### src/rtl/event_encoder_if.sv
// Event-encoder bus: event lines and acknowledge in, select code and status out.
// Handshake: s is valid while valid=1 and stays stable until the cycle ack=1 is sampled with valid=1.
interface event_encoder_if;
  logic [7:0] in;
  logic       ack;
  logic [2:0] s;
  logic       valid;
  logic [7:0] pending;
  logic       overflow;

  modport master (
    output in,
    output ack,
    input  s,
    input  valid,
    input  pending,
    input  overflow
  );

  modport slave (
    input  in,
    input  ack,
    output s,
    output valid,
    output pending,
    output overflow
  );
endinterface

### src/rtl/event_encoder.sv
// Registered 8-to-3 event encoder: latches rising edges into a pending set and
// presents one priority-encoded index at a time until it is acknowledged.
module event_encoder #(
  parameter bit PRIORITY_HIGH = 1'b1
) (
  input  logic           clk,
  input  logic           rst_n,
  event_encoder_if.slave bus,
  output logic           state_dbg
);

  typedef enum logic {
    IDLE    = 1'b0,
    PRESENT = 1'b1
  } state_t;

  state_t     state, state_next;
  logic [7:0] in_q;
  logic [7:0] pending_q, pending_next;
  logic [7:0] rise, clr;
  logic [2:0] s_q, s_next, enc;
  logic       ovf_q, ovf_next;

  function automatic logic [2:0] encode(input logic [7:0] v);
    logic [2:0] r;
    r = 3'd0;
    if (PRIORITY_HIGH) begin
      for (int i = 0; i < 8; i++) begin
        if (v[i]) r = i[2:0];
      end
    end else begin
      for (int i = 7; i >= 0; i--) begin
        if (v[i]) r = i[2:0];
      end
    end
    return r;
  endfunction

  always_ff @(posedge clk or negedge rst_n) begin
    if (!rst_n) begin
      state     <= IDLE;
      s_q       <= 3'd0;
      in_q      <= 8'h00;
      pending_q <= 8'h00;
      ovf_q     <= 1'b0;
    end else begin
      state     <= state_next;
      s_q       <= s_next;
      in_q      <= bus.in;
      pending_q <= pending_next;
      ovf_q     <= ovf_next;
    end
  end

  always_comb begin
    state_next = state;
    s_next     = s_q;
    clr        = 8'h00;
    rise       = bus.in & ~in_q;
    enc        = encode(pending_q);
    case (state)
      IDLE: begin
        if (|pending_q) begin
          s_next     = enc;
          state_next = PRESENT;
        end
      end
      PRESENT: begin
        // The code stays frozen here even if a higher-priority event arrives.
        if (bus.ack) begin
          clr        = 8'b1 << s_q;
          state_next = IDLE;
        end
      end
      default: state_next = IDLE;
    endcase
    // A rise on a bit being cleared this cycle is a fresh event, not a loss.
    pending_next = (pending_q & ~clr) | rise;
    ovf_next     = ovf_q | (|(rise & pending_q & ~clr));
  end

  assign bus.s        = s_q;
  assign bus.valid    = (state == PRESENT);
  assign bus.pending  = pending_q;
  assign bus.overflow = ovf_q;
  assign state_dbg    = (state == PRESENT);

endmodule

### src/flat_wrapper.sv
// flat-port wrapper written by rule: the top's interface ports become plain ports
module event_encoder_flat 
#(
  parameter bit PRIORITY_HIGH = 1'b1
)
  (clk, rst_n, state_dbg, bus_in, bus_ack, bus_s, bus_valid, bus_pending, bus_overflow);
  event_encoder_if bus_i ();
  input  logic clk;
  input  logic rst_n;
  output logic state_dbg;
  input wire logic [$bits(bus_i.in)-1:0] bus_in;
  input wire logic [$bits(bus_i.ack)-1:0] bus_ack;
  output wire logic [$bits(bus_i.s)-1:0] bus_s;
  output wire logic [$bits(bus_i.valid)-1:0] bus_valid;
  output wire logic [$bits(bus_i.pending)-1:0] bus_pending;
  output wire logic [$bits(bus_i.overflow)-1:0] bus_overflow;
  assign bus_i.in = bus_in;
  assign bus_i.ack = bus_ack;
  assign bus_s = bus_i.s;
  assign bus_valid = bus_i.valid;
  assign bus_pending = bus_i.pending;
  assign bus_overflow = bus_i.overflow;
  event_encoder #(.PRIORITY_HIGH(PRIORITY_HIGH)) u_core (.clk(clk), .rst_n(rst_n), .bus(bus_i), .state_dbg(state_dbg));
endmodule
### config.mk
export PLATFORM = sky130hd
export DESIGN_NAME = event_encoder_flat
export DESIGN_NICKNAME = d
export VERILOG_FILES = /design/src/rtl/event_encoder_if.sv /design/src/rtl/event_encoder.sv /design/src/flat_wrapper.sv
export SDC_FILE = /design/constraint.sdc
export NUM_CORES = 1
export LEC_CHECK = 0
export ABC_CLOCK_PERIOD_IN_PS = 1800
export CAP_MARGIN = 25
export CORE_UTILIZATION = 45
export DETAILED_ROUTE_END_ITERATION = 6
export PLACE_DENSITY = 0.74
export REMOVE_ABC_BUFFERS = 1
export SLEW_MARGIN = 20
export SYNTH_ARGS = -nofsm -noshare
export SYNTH_HDL_FRONTEND = slang
export SYNTH_SLANG_ARGS = --single-unit
### constraint.sdc
create_clock -name clk -period 1.8 [get_ports clk]
set_input_delay 0.36 -clock clk [delete_from_list [all_inputs] [get_ports clk]]
set_output_delay 0.36 -clock clk [all_outputs]
set_load 0.01 [all_outputs]
==> results of run 1 <==
==> area by class of cell <==
cell class	count	area share
Multi-Input combinational cell	52	0.251
Clock buffer	3	0.0182
Clock inverter	1	0.00404
Inverter	5	0.0152
Sequential cell	21	0.426
Tap cell	25	0.0253
Timing Repair Buffer	35	0.261
==> power by group <==
part	internal (mW)	total (mW)	switching [mW]	leakage [nW]
sequential	0.559	0.670	0.111	0.217
combinational	0.343	0.587	0.243	0.293
clock	0.0831	0.228	0.145	0.0177
total	0.985	1.48	0.499	0.528
==> cell families (layout without fill, tap and decap cells) <==
group,count (synthesis),in the layout,synth area share
and+or+nand+nor,32,32,0.210
DFF,21,21,0.613
AOI/OAI and AO/OA,20,20,0.146
buffers and inverters,6,44,0.0307
==> metrics by stage <==
| stage | setup slack [ps] | util | std cells | setup TNS (ps) |
|---|---|---|---|---|
| 6_report | 45.8 | 0.701 | 142 | 0 |
| 3_3_place_gp | -229 | 0.678 | 137 | -229 |
| 5_1_grt | -4.16 | 0.701 | 142 | -4.16 |
| 2_1_floorplan | 177 | - | 78 | 0 |
| 3_5_place_dp | -323 | 0.678 | 137 | -323 |
| 4_1_cts | 9.82 | 0.694 | 141 | 0 |
==> state kept, by name, indices dropped and copies added (netlist names) <==
name                 count
u_core.bus.pending       8
u_core.in_q              8
u_core.bus.s             3
u_core.bus.overflow      1
u_core.bus.valid         1
==> placed cells by master (no fill, tap or decap), drive strengths merged, types with 2 or more instances in the layout <==
master and instances:
nor2 3, nor3 2, inv 5, clkdlybuf4s50 24
dfrtp 21, buf 11, a21oi 3, nand2 8
nand2b 11, o31ai 2, o22ai 3, o21ai 7
clkbuf 3, nor4 2
==> worst max path at each step <==
stage          depth (start not counted)              from                   to
2_1_floorplan                          4  u_core.bus.valid  u_core.bus.overflow
3_3_place_gp                           5           bus_ack  u_core.bus.overflow
3_5_place_dp                           5           bus_ack  u_core.bus.overflow
4_1_cts                                2  u_core.bus.valid            bus_valid
5_1_grt                                5           bus_ack  u_core.bus.overflow
6_report                               5           bus_ack  u_core.bus.overflow
==> repair_timing <==
action                                  4_1_cts  5_1_grt
resized for setup                             0        4
hold buffers                                  0        0
buffers inserted                              0        1
endpoints found under the setup margin        0        3
==> per-layer routing <==
| metal | GRT usage | routed length (µm) | vias up |
|---|---|---|---|
| met2 | 0.331 | 914 | 30 |
| met4 | 0.145 | 29 | 0 |
| met1 | 0.269 | 819 | 354 |
| met3 | 0.0357 | 90 | 4 |
| li1 | - | - | 352 |
| met5 | 0 | 0 | - |
==> key figures, run 1 <==
Setup path
  • Max incr delay on CP: ~550 ps
  • RR Startpoint: u_core.bus.s[0]
  • Reg2reg end: u_core.bus.overflow
  • Critical Path, Cell by Cell: clkdlybuf4s50_1 > and3b_1 > nand2b_1 > a221o_1 > or4_1
  • Sum of buffers and inverters on the critical path: 1
  • Worst r2r path cells: 4
  • Slowest CP cell: clkdlybuf4s50_1
  • Worst reg2reg setup slack: 100 ps
  • Top delay family on crit path: simple AND/OR/NAND/NOR gates
  • Kind of critical path: in -> reg
  • Crit path DAT: 1950 ps
  • Critical Path RT: between 1500 and 2000 ps
  • Critical path capture point type: flop
  • Worst setup SP type: primary input
  • CP Max Fanout: 4

Placement
  • Port Buffers: 24
  • Placed cell areas: between 1000 and 1500 µm²
  • GP Congestion: 0.785
  • Detail Placement HPWL: about 1400 µm

Yosys
  • Top-area cell type share of the netlist area: 0.613
  • Post-synth EDFFs: 0
  • Dominant cell type by area after synthesis: dfrtp_1
  • Gate Count Post-Synth: 79
  • Yosys reg bits: 21
  • Post-synth cell types: 24
  • Most common library cells after synthesis: dfrtp_1 (21), nand2b_1 (11), nand2_1 (8), inv_1 (5), o21ai_0 (5)
  • Top_reg_cell synth: dfrtp_1
  • Seq/Total Area, Yosys: 0.613
  • Area contributors post-synth: dfrtp_1 (61%), nand2b_1 (8.0%), nand2_1 (3.5%)
  • Synthesis Warnings: 0
  • Most frequent cell after synthesis: dfrtp_1
  • Post-synthesis average cell area: around 11 µm²
  • Fraction of registers with async set or reset after synthesis: 1.00
  • Mapped cell area: ~860 µm²

Power
  • Total power: 1.48 mW
  • Leak: 0.528 nW
  • Maximum VDD drop: 0.000772 V
  • Power per cell area: 1200 nW/µm²

STA
  • Max-slew violations: 0
  • Slew margin rel.: 0.730
  • Worst hold slack: roughly 370 ps
  • RSZ-0062 raised after global routing: true
  • Fin crit period: 1750 ps
  • Clk_skew: 3.61 ps
  • Slew @ Worst Pin: 404 ps
  • Share of the clock period used by the worst path: 0.975
  • Fmax: roughly 570 MHz
  • Final setup violating endpoints: 0
  • Final count of hold timing violations: 0

Clocking
  • Clk buf depth: 2
  • H-Tree Level Count: 1
  • Cts bufs inserted: 3
  • Clock latency on the worst-skew pair: 310 ps
  • CTS root buf: clkbuf_4
  • # clock sinks: 21
  • Clock slew at reported path FFs: 110 ps
  • TritonCTS clock tree: done

Flow run
  • Max Cap Violations: 0

Floorplanning
  • Num rows: 15
  • Core area: about 1800 µm²
  • Die Wd: 45.6 µm
  • Die H: 45.6 µm
  • I/O pin total: 25
  • Die ar.: 2080 µm²
  • Initial Util: 0.486

Final layout
  • Fraction of layout cells with a size suffix above 1: 0.162
  • Area growth syn-to-layout: 44.4%
  • Register area: 527 µm²
  • Fin area: 1240 µm²
  • Layout filler cell count: 133
  • Final nets: about 130
  • Area of the multi-input gates: 310 µm²
  • Inserted Diodes: 0

Routing
  • DRT iter0 DRCs: 13
  • DR vias/cell: around 5.2
  • WL/cell: 13.1 µm
  • DR vias: 740
  • 1st-pass router iterations: 4
  • DRC Markers: 0
  • DRT Wirelength: 1860 µm
  • Remaining antenna violation count: 0

Global route
  • Global route overflow: 0
  • Vias in the first global route: 705
  • Largest net degree at the start of global routing: 22
  • Initial antenna violation count: 0
  • Aggregate global-route resource usage: 0.213
  • First-pass GRT wire length: 2980 µm

Status
  • Status: finished clean

Min path
  • Hold WC Path Type: in -> async
Power figures use the tool's default switching activity.
==> inputs of run 2 (changes only) <==
--- a/config.mk
+++ b/config.mk
@@ -9,6 +9,7 @@
 export CAP_MARGIN = 25
 export CORE_UTILIZATION = 45
 export DETAILED_ROUTE_END_ITERATION = 6
+export MAX_ROUTING_LAYER = met4
 export PLACE_DENSITY = 0.74
 export REMOVE_ABC_BUFFERS = 1
 export SLEW_MARGIN = 20
==> key figures, run 2 (synthesis gave the netlist of run 1 again) <==
STA
  • Final setup violating endpoints: 0 (unchanged)
  • RSZ-0062 raised after global routing: true (unchanged)
  • Final WS setup: 45.8 ps (about the same)
  • Max-slew violations: 0 (unchanged)
  • Final count of hold timing violations: 0 (unchanged)
  • Slew @ Worst Pin: 404 ps (unchanged)
  • Clk_skew: 3.63 ps (was 3.61 ps)
  • Fmax: 570 MHz (about the same)
  • Fin crit period: 1750 ps (about the same)
  • Slew margin rel.: 0.730 (unchanged)
  • Share of the clock period used by the worst path: 0.975 (about the same)

Final layout
  • Inserted Diodes: 0 (unchanged)
  • Fraction of layout cells with a size suffix above 1: 0.162 (unchanged)
  • Non-filler cells, final: 142 (unchanged)
  • Layout filler cell count: 133 (unchanged)
  • Most common cell after layout, fill and taps aside: clkdlybuf4s50_1 (unchanged)
  • Area growth syn-to-layout: 44.4% (unchanged)
  • Final nets: 129 (unchanged)
  • Most frequent cells in the layout: clkdlybuf4s50_1 (24), dfrtp_1 (20), nand2b_1 (11), buf_4 (11), nand2_1 (8) (unchanged)

Routing
  • DR vias: 740 (unchanged)
  • 1st-pass router iterations: 4 (unchanged)
  • DRT iter0 DRCs: 13 (unchanged)
  • WL/cell: 13.1 µm (unchanged)
  • DRC Markers: 0 (unchanged)
  • Remaining antenna violation count: 0 (unchanged)
  • DRT Wirelength: 1860 µm (unchanged)
  • DR vias/cell: 5.21 (unchanged)

Global route
  • Largest net degree at the start of global routing: 22 (unchanged)
  • First-pass GRT wire length: 2970 µm (was 2980 µm)
  • Global route overflow: 0 (unchanged)
  • Vias in the first global route: 705 (unchanged)
  • Initial antenna violation count: 0 (unchanged)
  • Aggregate global-route resource usage: 0.219 (was 0.213)

Clocking
  • Clock slew at reported path FFs: 110 ps (about the same)
  • Cts bufs inserted: 3 (unchanged)
  • TritonCTS clock tree: done (unchanged)
  • CTS root buf: clkbuf_4 (unchanged)
  • Clock latency on the worst-skew pair: 310 ps (about the same)
  • H-Tree Level Count: 1 (unchanged)
  • # clock sinks: 21 (unchanged)
  • Clk buf depth: 2 (unchanged)
  • Post-CTS Hold Buffers: 0 (unchanged)

Power
  • Maximum VDD drop: 0.000772 V (about the same)
  • Power per cell area: 1200 nW/µm² (about the same)
  • Leak: 0.528 nW (unchanged)

Min path
  • Hold WC Path Type: in -> async (unchanged)

Setup path
  • Worst setup SP type: primary input (unchanged)
  • Critical path capture point type: flop (unchanged)
  • CP Max Fanout: 4 (unchanged)
  • Critical Path RT: 1990 ps (about the same)
  • Kind of critical path: in -> reg (unchanged)
  • Crit path DAT: 1950 ps (about the same)

Placement
  • Post-Place Worst Slack: -323 ps (unchanged)
  • Port Buffers: 24 (unchanged)
  • Detail Placement HPWL: 1400 µm (unchanged)
  • GP Congestion: 0.796 (was 0.785)
  • Cells after DPL: 137 (unchanged)

Floorplanning
  • Num rows: 15 (unchanged)
  • Die ar.: 2080 µm² (unchanged)
  • Core area: 1760 µm² (unchanged)
  • Die Wd: 45.6 µm (unchanged)
  • Initial Util: 0.486 (unchanged)
  • I/O pin total: 25 (unchanged)
  • Die H: 45.6 µm (unchanged)

Status
  • Status: finished clean (unchanged)

Flow run
  • Max Cap Violations: 0 (unchanged)
run 2: cell counts in the layout (fill, tap and decap cells not counted):
No cell type changed its count.
run 2: per-layer routing:
layer / track usage / part of all wire / wire length, µm
met3: 0.0357 / 0.049 / 90
met4: 0.145 / 0.016 / 29
met5: - / 0 / 0
met2: 0.331 / 0.49 / 914
met1: 0.269 / 0.44 / 819
run 2: where the power goes:
group | total [mW] | internal, mW | switching, mW
clock network | 0.228 | 0.0831 | 0.145
logic | 0.587 | 0.343 | 0.243
registers | 0.670 | 0.559 | 0.111
total | 1.48 | 0.985 | 0.500
run 2: what timing repair did:
action / CTS / global route
buffers inserted: 0 / 1
gates resized for setup: 0 / 4
setup endpoints to repair: 0 / 3
run 2: area by class of cell:
type	count	area (µm²)	share of cell area
flip-flops and latches	21	527	0.426
clock buffers	3	22.5	0.0182
multi-input cells	52	310	0.251
inverters	5	18.8	0.0152
repair buffers	35	323	0.261
well taps	25	31.3	0.0253
clock inverters	1	5.00	0.00404
run 2: worst paths after layout:
| path | startpoint | to | slack, ps | depth (start not counted) |
|---|---|---|---|---|
| min in group clk | u_core.in_q[1] | u_core.bus.pending[1] | 480 | 1 |
| max in group asynchronous | rst_n | u_core.bus.s[0] | 1200 | 2 |
| worst min register to register | u_core.in_q[1] | u_core.bus.pending[1] | 480 | 1 |
| worst min-delay path | rst_n | u_core.bus.pending[1] | 370 | 2 |
| worst max-delay path | bus_ack | u_core.bus.overflow | 50 | 5 |
| worst max register to register | u_core.bus.s[0] | u_core.bus.overflow | 100 | 4 |
run 2: critical path, stage by stage:
cell and delay [ps]:
clkdlybuf4s50_1 550, and3b_1 200, nand2b_1 80, a221o_1 340, or4_1 410
run 2: per-stage QoR:
step | setup TNS [ps] | hold slack (ps) | cell area [µm²] | power, mW | utilization
final | 0 | 371 | 1240 | 1.48 | 0.701
after global routing | -4.16 | 410 | 1240 | 1.57 | 0.701
after CTS | 0 | 375 | 1220 | 1.47 | 0.694
after detailed placement | -323 | 466 | 1200 | 1.23 | 0.678
after global placement | -229 | 443 | 1200 | 1.22 | 0.678
after floorplan | 0 | 64.4 | 850 | 0.880 | -
==> variant 1, RTL diff (config.mk and constraints of run 1) <==
Take the reset off `pending_q` and load it in a clocked block of its own.
--- a/src/rtl/event_encoder.sv
+++ b/src/rtl/event_encoder.sv
@@ -41,15 +41,17 @@
       state     <= IDLE;
       s_q       <= 3'd0;
       in_q      <= 8'h00;
-      pending_q <= 8'h00;
       ovf_q     <= 1'b0;
     end else begin
       state     <= state_next;
       s_q       <= s_next;
       in_q      <= bus.in;
-      pending_q <= pending_next;
       ovf_q     <= ovf_next;
     end
+  end
+
+  always_ff @(posedge clk) begin
+    pending_q <= pending_next;
   end
 
   always_comb begin
Formal check against the unedited RTL: not equivalent (a bounded check fails within 4 cycles, from zero or initial values and one cycle with rst_n low).
==> variant 1 against run 1 <==
Final area down 5.8%; setup slack improved by 0.024 ns; sequential cell count unchanged; maximum frequency grew 1.4%; largest cell class unchanged; sequential share of layout area fell by 0.83 points; routed wire length is 0.59% higher; total power decreased by 2.6%; critical path type is now reg2out; area after synthesis decreased by 4.7%.
==> variant 1: results (changes against run 1) <==
metric,value,unit,change
status,"complete, no violations",,
finalHoldViolations,0,,unchanged
peakVddDrop,0.000641,V,-17%
wl,1870,um,+0.59%
track_usage,22.4,%,+1.1 points
drt_iter0_markers,17,,+4
critPathLaunch,u_core.bus.s[1],,
grt_antenna_before_repair,0,,unchanged
cts-root-buf,clkbuf_4,,
critPathArrivalTime,1.37,ns,-0.58 ns
pre_cts_ws,-0.315,ns,+0.00755 ns
worstMarginPinSlew,0.591,ns,+0.186 ns
synth-compound-area-share,15.3,%,+0.72 points
drive_above_1_share,12.4,%,-3.8 points
vias,740,,unchanged
synth_seq_area_share,59.4,%,-1.9 points
cp_max_fo,7,,+3
clkTransAtPathRegs,0.11,ns,about the same
wl_met2,903,um,-1.2%
nets,125,,-3.1%
async_flop_share,61.9,%,-38 points
wl_met3,102,um,+13%
finClkSkew,0.00231,ns,-0.00130 ns
crit_end,bus_s[1],,
n_fill_cell,140,,+5.3%
synth_cell_types,25,,+4.2%
cp_slowest_cell,clkdlybuf4s50_1,,
ys_top_cells_by_area,"dfrtp_1 40%, dfxtp_1 20%, nand2b_1 8.4%",,
cpPeakStageDelay,0.59,ns,+0.04 ns
dp_hpwl,1440,um,+3.3%
synth_common_cells,"13 x dfrtp_1, 11 x nand2b_1, 8 x dfxtp_1, 8 x nand2_1",,
fin_ws,0.0699,ns,+0.0241 ns
finalNonFillerCells,138,,-2.8%
grt_pass1_vias,691,,-2.0%
drt-met1-wl,814,um,-0.61%
cp_top_family,buffers and inverters,,
p_leak,0.498,nW,-5.7%
globalplace.congestion,0.839,,+6.8%
place_inst,134,,-2.2%
syn_avg_cell_area,10.3,um^2,-4.7%
cts_htree_levels,1,,unchanged
grt_pass1_wl,3090,um,+3.7%
grt_max_degree,14,,-36%
min_path_type,in2async,,
dpl_cell_area,0.00113,mm^2,-5.2%
-- variant 1: cell count changes after synthesis, sizes merged --
cell | run 1 | this run
dfrtp | 21 | 13
dfxtp | 0 | 8
-- variant 1: area by class of cell --
class	instances	area [um^2]	share of cell area (%)
well taps	25	31.3	2.68
flip-flops and latches	21	487	41.7
multi-input cells	52	310	26.6
clock buffers	4	26.3	2.25
inverters	5	18.8	1.61
repair buffers	31	293	25.1
-- variant 1: kinds of logic after synthesis --
| kind of cell | Yosys count |
|---|---|
| AND/OR/NAND/NOR | 32 |
| buffers and inverters | 6 |
| flip-flops | 21 |
| AO/OA/AOI/OAI | 20 |
-- variant 1: power by group --
part           total [mW]  internal (mW)  switching, mW
Combinational       0.536          0.314          0.223
Clock               0.225         0.0867          0.138
Sequential          0.685          0.560          0.126
-- variant 1: metal layers --
layer / global-route usage [%] / vias up
li1: - / 348
met1: 25.2 / 358
met3: 4.08 / 5
met4: 12.7 / 0
met2: 39.4 / 29
met5: 0 / -
-- variant 1: worst min-delay path by stage --
stage                     slack, ns  cells after the start           start                    end
after floorplan                0.06                      0           rst_n    u_core.bus.overflow
after global placement         0.45                      1  u_core.in_q[1]  u_core.bus.pending[1]
after detailed placement       0.48                      1  u_core.in_q[1]  u_core.bus.pending[1]
after CTS                      0.44                      1           rst_n        u_core.bus.s[2]
after global routing           0.46                      1           rst_n        u_core.bus.s[0]
final                          0.42                      1           rst_n         u_core.in_q[4]
-- variant 1: repair_timing --
item,in CTS,in global routing
setup buffers,0,0
gates resized for setup,0,4
endpoints found under the setup margin,0,3
hold buffers,0,0
==> variant 2, RTL diff (flow settings as in run 1) <==
Without the edit above. `PRIORITY_HIGH` is set to 1'b1 in 2 places; all go to 1'b0.
--- a/src/rtl/event_encoder.sv
+++ b/src/rtl/event_encoder.sv
@@ -1,7 +1,7 @@
 // Registered 8-to-3 event encoder: latches rising edges into a pending set and
 // presents one priority-encoded index at a time until it is acknowledged.
 module event_encoder #(
-  parameter bit PRIORITY_HIGH = 1'b1
+  parameter bit PRIORITY_HIGH = 1'b0
 ) (
   input  logic           clk,
   input  logic           rst_n,
--- a/src/flat_wrapper.sv
+++ b/src/flat_wrapper.sv
@@ -1,7 +1,7 @@
 // flat-port wrapper written by rule: the top's interface ports become plain ports
 module event_encoder_flat 
 #(
-  parameter bit PRIORITY_HIGH = 1'b1
+  parameter bit PRIORITY_HIGH = 1'b0
 )
   (clk, rst_n, state_dbg, bus_in, bus_ack, bus_s, bus_valid, bus_pending, bus_overflow);
   event_encoder_if bus_i ();
Formal check against the unedited RTL: not equivalent (Yosys sat finds a counterexample within 4 cycles, from zero or initial values and one cycle with rst_n low).
==> variant 2 against run 1 <==
Combinational power increased by 3.7%; utilization increased by 0.78 points; routed wire length decreased by 0.75%; final area increased by 1.1%; sequential cell count unchanged; clock skew decreased by 0.0026 ns; setup slack about the same; critical path depth decreased by 4; total power increased by 1.5%; sequential power increased by 0.7%; area after synthesis increased by 0.73%.
==> variant 2: results (changes against run 1) <==
metric,value,unit,change
status,"complete, no violations",,
pre_cts_ws,-0.285,ns,+0.0376 ns
synth_seq_area_share,60.9,%,-0.44 points
dpl_cell_area,0.00119,mm^2,-0.10%
peakVddDrop,0.000760,V,-1.5%
grt_pass1_vias,655,,-7.1%
finalNonFillerCells,144,,+1.4%
viasPerCell,5.11,,-1.9%
grt_pass1_wl,2790,um,-6.2%
wl,1840,um,-0.75%
dieArea,0.00210,mm^2,+0.70%
p_leak,0.540,nW,+2.3%
cpPeakStageDelay,0.59,ns,+0.04 ns
ys_top_cells_by_area,"dfrtp_1 61%, nand2b_1 6.5%, o21ai_0 3.5%",,
cp_max_fo,7,,+3
drt_iter0_markers,19,,+6
synth_common_cells,"21 x dfrtp_1, 9 x nand2b_1, 8 x nand2_1",,
nets,131,,+1.6%
p_int,1.01,mW,+2.9%
syn_avg_cell_area,10.7,um^2,-1.8%
n_fill_cell,151,,+14%
synth_cell_types,25,,+4.2%
finClkSkew,0.00101,ns,-0.00261 ns
globalplace.congestion,0.828,,+5.5%
track_usage,19.0,%,-2.3 points
==> variant 2: final cells by class <==
type | count | area, um^2 | area share [%]
flip-flops and latches | 21 | 527 | 42.1
repair buffers | 35 | 325 | 26.0
multi-input cells | 53 | 319 | 25.5
well taps | 25 | 31.3 | 2.50
clock buffers | 4 | 26.3 | 2.10
inverters | 6 | 22.5 | 1.80
==> variant 2: metal layers <==
layer  share of wire (%)  routed length [um]  up-vias  GRT usage [%]
met1                  45                 835      338           23.4
met5                   0                   0        -              0
met3                 5.6                 104        9           3.17
met4                 2.7                  49        0           8.24
li1                    -                   -      361              -
met2                  46                 851       28           32.6
==> variant 2: repair_timing <==
item / in CTS / in global routing
buffers inserted: 0 / 2
gates resized for setup: 0 / 8
endpoints found under the setup margin: 0 / 3
==> variant 2: logic make-up (layout without fill, tap and decap cells) <==
family	count (synthesis)	in the layout	share of synthesized area, %
and+or+nand+nor	32	32	19.7
DFF	21	21	60.9
buffers and inverters	7	45	3.48
AOI/OAI and AO/OA	21	21	15.9
==> variant 2: path summary, 6_finish.rpt <==
check / from / end / slack (ns) / cells after the start
max: u_core.bus.s[1] / bus_s[1] / 0.05 / 1
min: rst_n / u_core.bus.s[2] / 0.39 / 2
min in group clk: bus_ack / u_core.bus.valid / 0.43 / 3
max in group asynchronous: rst_n / u_core.bus.s[0] / 1.18 / 2
min reg2reg: u_core.in_q[1] / u_core.bus.pending[1] / 0.49 / 1
max reg2reg: u_core.bus.s[0] / u_core.bus.overflow / 0.10 / 4
==> variant 2: power groups by stage <==
stage	registers [mW]	logic [mW]	clock network, mW
global route	0.689	0.663	0.244
CTS	0.666	0.557	0.230
floorplan	0.705	0.179	0
detailed placement	0.676	0.555	0
global placement	0.672	0.542	0
finish	0.675	0.609	0.223
